===== config.mk =====
export PLATFORM = sky130hd
export DESIGN_NAME = weight_bank_dbuf
export DESIGN_NICKNAME = d
export VERILOG_FILES = /design/src/rtl/weight_bank_dbuf.sv
export SDC_FILE = /design/constraint.sdc
export NUM_CORES = 1
export LEC_CHECK = 0
export ABC_AREA = 1
export CAP_MARGIN = 40
export CORE_MARGIN = 4
export CORE_UTILIZATION = 45
export CTS_BUF_LIST = sky130_fd_sc_hd__clkbuf_4 sky130_fd_sc_hd__clkbuf_8 sky130_fd_sc_hd__clkbuf_16
export DETAILED_ROUTE_END_ITERATION = 7
export HOLD_SLACK_MARGIN = 0.03
export PLACE_DENSITY = 0.66
export SKIP_CTS_REPAIR_TIMING = 1
export SLEW_MARGIN = 30
export SYNTH_ARGS = -nofsm -noshare
export SYNTH_HDL_FRONTEND = slang
export SYNTH_SLANG_ARGS = --single-unit

===== constraint.sdc =====
create_clock -name clk -period 1.9 [get_ports clk]
set_input_delay 0.285 -clock clk [delete_from_list [all_inputs] [get_ports clk]]
set_output_delay 0.285 -clock clk [all_outputs]
set_load 0.02 [all_outputs]

===== src/rtl/weight_bank_dbuf.sv =====
// Double-buffered weight store: weights stream serially into a shadow bank,
// and a swap copies the whole shadow bank into the active bank that feeds the PEs.
module weight_bank_dbuf #(
   parameter  int WEIGHT_BW = 8,
   parameter  int NUM_PE    = 64,
   localparam int IDX_W     = $clog2(NUM_PE)
) (
   input  logic                        clk,
   input  logic                        rstn,
   input  logic                        clr,
   input  logic                        w_valid,
   output logic                        w_ready,
   input  logic [WEIGHT_BW-1:0]        W,
   input  logic                        swap,
   output logic [NUM_PE*WEIGHT_BW-1:0] weight,
   output logic [IDX_W-1:0]            load_idx,
   output logic                        shadow_full,
   output logic                        swap_done
);

   typedef enum logic {ST_LOAD, ST_FULL} state_t;

   localparam logic [IDX_W-1:0] LAST_IDX = IDX_W'(NUM_PE - 1);

   state_t           state_reg, state_next;
   logic [IDX_W-1:0] load_idx_reg;
   logic             swap_done_reg;
   logic             accept;
   logic             swap_fire;
   logic             idx_last;

   assign idx_last = (load_idx_reg == LAST_IDX);

   always_ff @(posedge clk or negedge rstn) begin
      if (!rstn) state_reg <= ST_LOAD;
      else       state_reg <= state_next;
   end

   // clr overrides both accept and swap in the same cycle
   always_comb begin
      state_next  = state_reg;
      w_ready     = 1'b0;
      shadow_full = 1'b0;
      accept      = 1'b0;
      swap_fire   = 1'b0;
      case (state_reg)
         ST_LOAD: begin
            w_ready = 1'b1;
            accept  = w_valid;
            if (w_valid && idx_last) state_next = ST_FULL;
         end
         ST_FULL: begin
            shadow_full = 1'b1;
            swap_fire   = swap;
            if (swap) state_next = ST_LOAD;
         end
         default: state_next = ST_LOAD;
      endcase
      if (clr) begin
         state_next = ST_LOAD;
         accept     = 1'b0;
         swap_fire  = 1'b0;
      end
   end

   always_ff @(posedge clk or negedge rstn) begin
      if (!rstn) begin
         load_idx_reg  <= '0;
         swap_done_reg <= 1'b0;
      end else begin
         swap_done_reg <= swap_fire;
         if (clr)
            load_idx_reg <= '0;
         else if (accept)
            load_idx_reg <= idx_last ? '0 : load_idx_reg + 1'b1;
      end
   end

   genvar gi;
   generate
      for (gi = 0; gi < NUM_PE; gi++) begin : g_slot
         logic [WEIGHT_BW-1:0] shadow_reg;
         logic [WEIGHT_BW-1:0] active_reg;

         always_ff @(posedge clk or negedge rstn) begin
            if (!rstn) begin
               shadow_reg <= '0;
               active_reg <= '0;
            end else begin
               if (clr)
                  shadow_reg <= '0;
               else if (accept && (load_idx_reg == IDX_W'(gi)))
                  shadow_reg <= W;
               if (swap_fire)
                  active_reg <= shadow_reg;
            end
         end

         assign weight[gi*WEIGHT_BW +: WEIGHT_BW] = active_reg;
      end
   endgenerate

   assign load_idx  = load_idx_reg;
   assign swap_done = swap_done_reg;

endmodule

==> run metrics, run 1 <==
status=completed; DRC errors left=0; input/output buffers=533; Final period util=between 90 and 100%; skew final=0.0158 ns; Crit Reg-Reg Startpoint=load_idx[1]; post-route ant nets=0; Clock Sinks=~1000; Synth area leaders=dfrtp_1 64%, nand2_1 24%, nand3_1 6.4%, buf_2 1.4%, nor2_1 0.65%; width of the die=308 µm; total power=45.5 mW; Max Slew Vio Count=0; syn_area_per_cell=just under 9 µm²; Placement Rows=about 110; vias per std cell=about 5.2; Tot GR Track Use=between 20% and 30%; clk root buf=clkbuf_16; PwrDens=832 nW/µm²; CTS clk-pin slew, worst paths=around 0.060 ns; Critical Path Sink Type=register; Slew HR=between 60 and 70%; Area Growth Syn to Fin=34.6%; Startpoint Class=register; Die Ht=a little over 300 µm; syn nets=4631; sequential fraction of the synthesis area=between 60% and 70%; Reg2Reg Depth=9; Tmin final=~1.9 ns; Num CTS Buffers=~110; largest fanout on the critical path=8; worst r2r dst=g_slot[17].shadow_reg[2]; setup TNS=0 ns; Synth Flop Type=dfrtp_1; WL/cell=around 20 µm; Layout Nets=5278; CTS H-tree lvls=3; Post-Place Cells=approximately 6300; FF+latch count, synth=between 1000 and 1500; Peak VDD IR=between 0.7 and 0.8 mV; CTS tree=built; final setup violating endpoints=0; asr flop ratio synth=between 90% and 100%; post-synth top area share=between 60% and 70%; final-report hold violation count=0; worst reg-to-reg setup slack=0.05 ns; global-route wire length before repair=around 200000 µm; post-route insts no fill=6511; routability cong.=between 0.8 and 0.9; total gr overflow=0; RSZ-0062 raised after global routing=true; synth unique cells=24; Hold WC Path Type=primary input to asynchronous set/reset pin; cell area after synthesis=just over 40000 µm²; DIE AREA=approximately 95000 µm²; Starting Density=a little under half; Post-synth EDFFs=0; first drt pass iteration count=5; routed wire length=~130000 µm; share of layout cells above drive strength 1=a little under an eighth; WS Path Type=register to register; Slew @ Worst Pin=0.496 ns; Via Count=about 34000; initial antenna violation count=4; Max-Cap Viols=0; clk buf depth=3; largest net degree at the start of global routing=just over 90; First DRT Iteration DRCs=between 3000 and 4000; Clock Latency Late Sink=approximately 0.67 ns; total leakage power=~38 nW; DP Area=about 49000 µm²; fmax=about 0.54 GHz; Syn. warnings=0; FF+latch area=around 26000 µm²; Core Region=around 90000 µm²; fillers=7437; final design utilization=just over 60%; I/O pins=about 530; Synth area leader=dfrtp_1; fin area=between 50000 and 60000 µm²; WP data arrival=~2.4 ns; Detailed Place HPWL=88400 µm; vias in the first global route=between 30000 and 40000; Mapped Cells=around 4600; Critical Path RT=2.44 ns; area occupied by multi-input gates=roughly 14000 µm²
==> cells in the mapped netlist, types with 4 or more instances <==
cell type and instances:
buf_1 39, buf_2 117, buf_4 6, buf_6 4, clkbuf_1 67, dfrtp_1 1032, ha_1 4, inv_1 18
inv_2 31, nand2_1 2615, nand2_2 25, nand3_1 520, nand3_2 7, nand3_4 6, nor2_1 70, nor2_2 20
nor2_4 20, o21ai_0 7
==> routing by layer <==
layer  vias up  track usage (%)  wire, µm
li1      15700                -         -
met1     16700             37.6     56800
met2      1164             43.7     62300
met3       246             5.40      8810
met4         4             10.8      5440
met5         -                0        23
==> worst max path at each step <==
stage	slack (ns)	to	start	cells past startpoint
5_1_grt	-0.04	g_slot[17].shadow_reg[2]	load_idx[1]	9
2_1_floorplan	0.19	g_slot[2].shadow_reg[7]	load_idx[0]	7
6_report	0.05	g_slot[17].shadow_reg[2]	load_idx[1]	9
3_3_place_gp	-0.17	g_slot[43].shadow_reg[3]	clr	9
4_1_cts	-0.39	load_idx[0]	load_idx[0]	2
3_5_place_dp	-0.15	g_slot[43].shadow_reg[4]	w_valid	9
==> where the power goes <==
group | switching [mW] | total [mW] | internal, mW
sequential | 0.0182 | 22.0 | 22.0
clock | 8.75 | 21.8 | 13.1
combinational | 1.23 | 1.65 | 0.415
total | 10.0 | 45.5 | 35.5
==> cells in the final DEF, fill, tap and decap left out, drive strengths merged <==
cell type / Yosys / routed
buf: 167 / 244
o31ai: 1 / 1
nand2: 2641 / 2643
dlymetal6s2s: 0 / 515
bufinv: 0 / 8
diode: 0 / 2
nor2: 110 / 110
nor3: 1 / 1
o21ai: 7 / 7
clkbuf: 67 / 165
dlygate4sd3: 0 / 1
clkinvlp: 0 / 3
dfrtp: 1032 / 1032
a21oi: 1 / 1
inv: 49 / 51
ha: 4 / 4
nand3: 533 / 533
clkdlybuf4s50: 0 / 11
clkinv: 0 / 13
xor2: 1 / 1
==> area by class of cell <==
cell class | count | area share, %
flip-flops and latches | 1032 | 47.3
multi-input cells | 3301 | 25.3
repair buffers | 772 | 17.5
clock buffers | 164 | 6.06
well taps | 1165 | 2.67
clock inverters | 26 | 0.699
inverters | 49 | 0.456
diodes | 2 | 0.00916
==> metrics by stage <==
| stage | setup WS [ns] | hold slack (ns) |
|---|---|---|
| after global placement | -0.172 | 0.216 |
| after detailed placement | -0.152 | 0.209 |
| after floorplan | 0.189 | -0.0106 |
| final | 0.0472 | 0.119 |
| after global routing | -0.0438 | 0.0999 |
| after CTS | -0.388 | -0.517 |
==> worst max-delay path: stages (launching register included) <==
cell	delay, ns
dfrtp_2	0.46
inv_2	0.11
ha_2	0.22
buf_4	0.15
nand2_2	0.11
buf_4	0.22
nor2_1	0.15
nand2_2	0.14
nand3_1	0.10
nand2_1	0.06
==> cell families (layout without fill, tap and decap cells) <==
family | count (synthesis) | count (layout) | synth area share [%]
simple gates | 3285 | 3287 | 33.0
flops | 1032 | 1032 | 63.6
buf+inv | 283 | 1011 | 3.14
compound gates | 9 | 9 | 0.117
fa+ha+maj | 4 | 4 | 0.123
xor+xnor | 1 | 1 | 0.0216
other cells | 0 | 2 | 0
Note: power is estimated with default switching activity, not from simulation.
==> run 2: changes to the inputs <==
--- a/config.mk
+++ b/config.mk
@@ -7,9 +7,10 @@
 export LEC_CHECK = 0
 export ABC_AREA = 1
 export CAP_MARGIN = 40
+export CORE_ASPECT_RATIO = 0.6
 export CORE_MARGIN = 4
 export CORE_UTILIZATION = 45
-export CTS_BUF_LIST = sky130_fd_sc_hd__clkbuf_4 sky130_fd_sc_hd__clkbuf_8 sky130_fd_sc_hd__clkbuf_16
+export CTS_BUF_LIST = sky130_fd_sc_hd__clkbuf_16
 export DETAILED_ROUTE_END_ITERATION = 7
 export HOLD_SLACK_MARGIN = 0.03
 export PLACE_DENSITY = 0.66
==> run 2 against run 1 <==
Net effect:
- combinational power about the same
- via count down 0.59%
- global-route usage down 0.46 points
- register-to-register slack about the same
- total power down 5.6%
- core utilization down 0.41 points
- count of clock-buffer cells in the layout down 69
- critical endpoint is now load_idx[3]
- largest cell class unchanged
- highest routed layer is now met4
==> run metrics, run 2 (same netlist as run 1, synthesis figures left out) <==
skew final=0.0210 ns; Hold WC Path Type=primary input to asynchronous set/reset pin; routed wire length=131000 µm; routability cong.=0.821; first drt pass iteration count=5; total leakage power=between 30 and 40 nW; crit-path cells=buf_4 > clkbuf_2; final setup violating endpoints=0; status=completed; Via Count=around 34000; Slew @ Worst Pin=0.677 ns; initial antenna violation count=0; Area Growth Syn to Fin=33.1%; fmax=0.534 GHz; Startpoint Class=register; final-report hold violation count=0; WL/cell=about 20 µm; PwrDens=795 nW/µm²; WS Path Type=register to output port; global-route wire length before repair=200000 µm; delay of the slowest critical-path stage=~0.46 ns; Post-Place Cells=between 6000 and 7000; commonest non-fill, non-tap cell in the layout=nand2_1; DIE AREA=between 90000 and 100000 µm²; width of the die=396 µm; clk root buf=clkbuf_16; Die Ht=~240 µm; largest net degree at the start of global routing=~120; Clock Sinks=1032; Core Region=slightly below 90000 µm²; Peak VDD IR=roughly 0.67 mV; commonest cells after routing, fill and taps aside=2603 x nand2_1, 1030 x dfrtp_1, 519 x nand3_1, 514 x dlymetal6s2s_1, 171 x buf_4; CP max-delay cell=dfrtp_1; vias in the first global route=32700; post-route ant nets=0; Max Slew Vio Count=0; clk buf depth=3; I/O pins=approximately 530; DRC errors left=0; input/output buffers=533; setup slack after layout=between 0.02 and 0.03 ns; share of layout cells above drive strength 1=10.2%; Critical Path RT=approximately 1.6 ns; CTS H-tree lvls=3; Slew HR=a little over half; fillers=7498; First DRT Iteration DRCs=about 2700; RSZ-0062 raised after global routing=true; post-route insts no fill=about 6500; Tot GR Track Use=27.0%; Clock Latency Late Sink=between 0.6 and 0.7 ns; total gr overflow=0; Starting Density=a little under half; largest fanout on the critical path=5; Placement Rows=84; WP data arrival=~1.6 ns; CTS tree=built; Detailed Place HPWL=roughly 87000 µm; Layout Nets=around 5300; vias per std cell=~5; Final period util=between 90% and 100%; Num CTS Buffers=93; pre-CTS setup slack=-0.249 ns; CTS clk-pin slew, worst paths=0.07 ns; Tmin final=1.87 ns; Max-Cap Viols=0; Critical Path Sink Type=output port
## run 2: through the flow
step           hold slack [ns]  util, %  power (mW)  TNS (ns)  area, µm²
3_5_place_dp             0.161     55.9        24.0    -73.45      49400
6_report                0.0664     61.0        42.9         0      54000
4_1_cts                 -0.592     59.3        43.3    -60.68      52500
3_3_place_gp             0.163     55.9        24.0    -58.42      49400
5_1_grt                 0.0369     61.0        44.4    -0.196      54000
2_1_floorplan          -0.0106        -        22.8         0      40600
## run 2: power breakdown
group / switching [mW] / internal (mW) / leakage (nW)
Clock: 8.57 / 10.7 / 1.54
Combinational: 1.22 / 0.405 / 22.2
Sequential: 0.0188 / 22.0 / 14.4
Total: 9.81 / 33.1 / 38.1
## run 2: per-layer routing
| layer | wire [µm] | share of wire [%] | track usage, % |
|---|---|---|---|
| met3 | 8950 | 6.8 | 5.40 |
| met4 | 2630 | 2.0 | 5.92 |
| met5 | 0 | 0 | 0 |
| met2 | 60400 | 46 | 41.7 |
| met1 | 59300 | 45 | 40.1 |
## run 2: area by class of cell
class,count,area [µm²],area share [%]
clock buffer,95,2380,4.40
timing repair buffer,796,9720,18.0
sequential,1032,25800,47.8
antenna,1,2.50,0.00463
clock inverter,72,684,1.27
tap,1204,1510,2.79
inverter,49,218,0.403
multi-input combinational,3299,13700,25.3
## run 2: path summary, 6_finish.rpt
kind,from,end,slack (ns),cells past startpoint
max,load_idx[3],load_idx[3],0.03,2
min,rstn,g_slot[6].active_reg[2],0.07,2
max reg2reg,load_idx[1],g_slot[53].shadow_reg[4],0.05,9
min reg2reg,g_slot[48].shadow_reg[0],g_slot[48].active_reg[0],0.46,2
max in group asynchronous,rstn,g_slot[38].shadow_reg[1],0.85,3
min in group clk,W[3],g_slot[63].shadow_reg[3],0.19,3
## run 2: critical path, delay by kind of cell (launching register included)
kind | cells | cell delay, ns
buffers and inverters | 2 | 0.45
flip-flops | 1 | 0.46
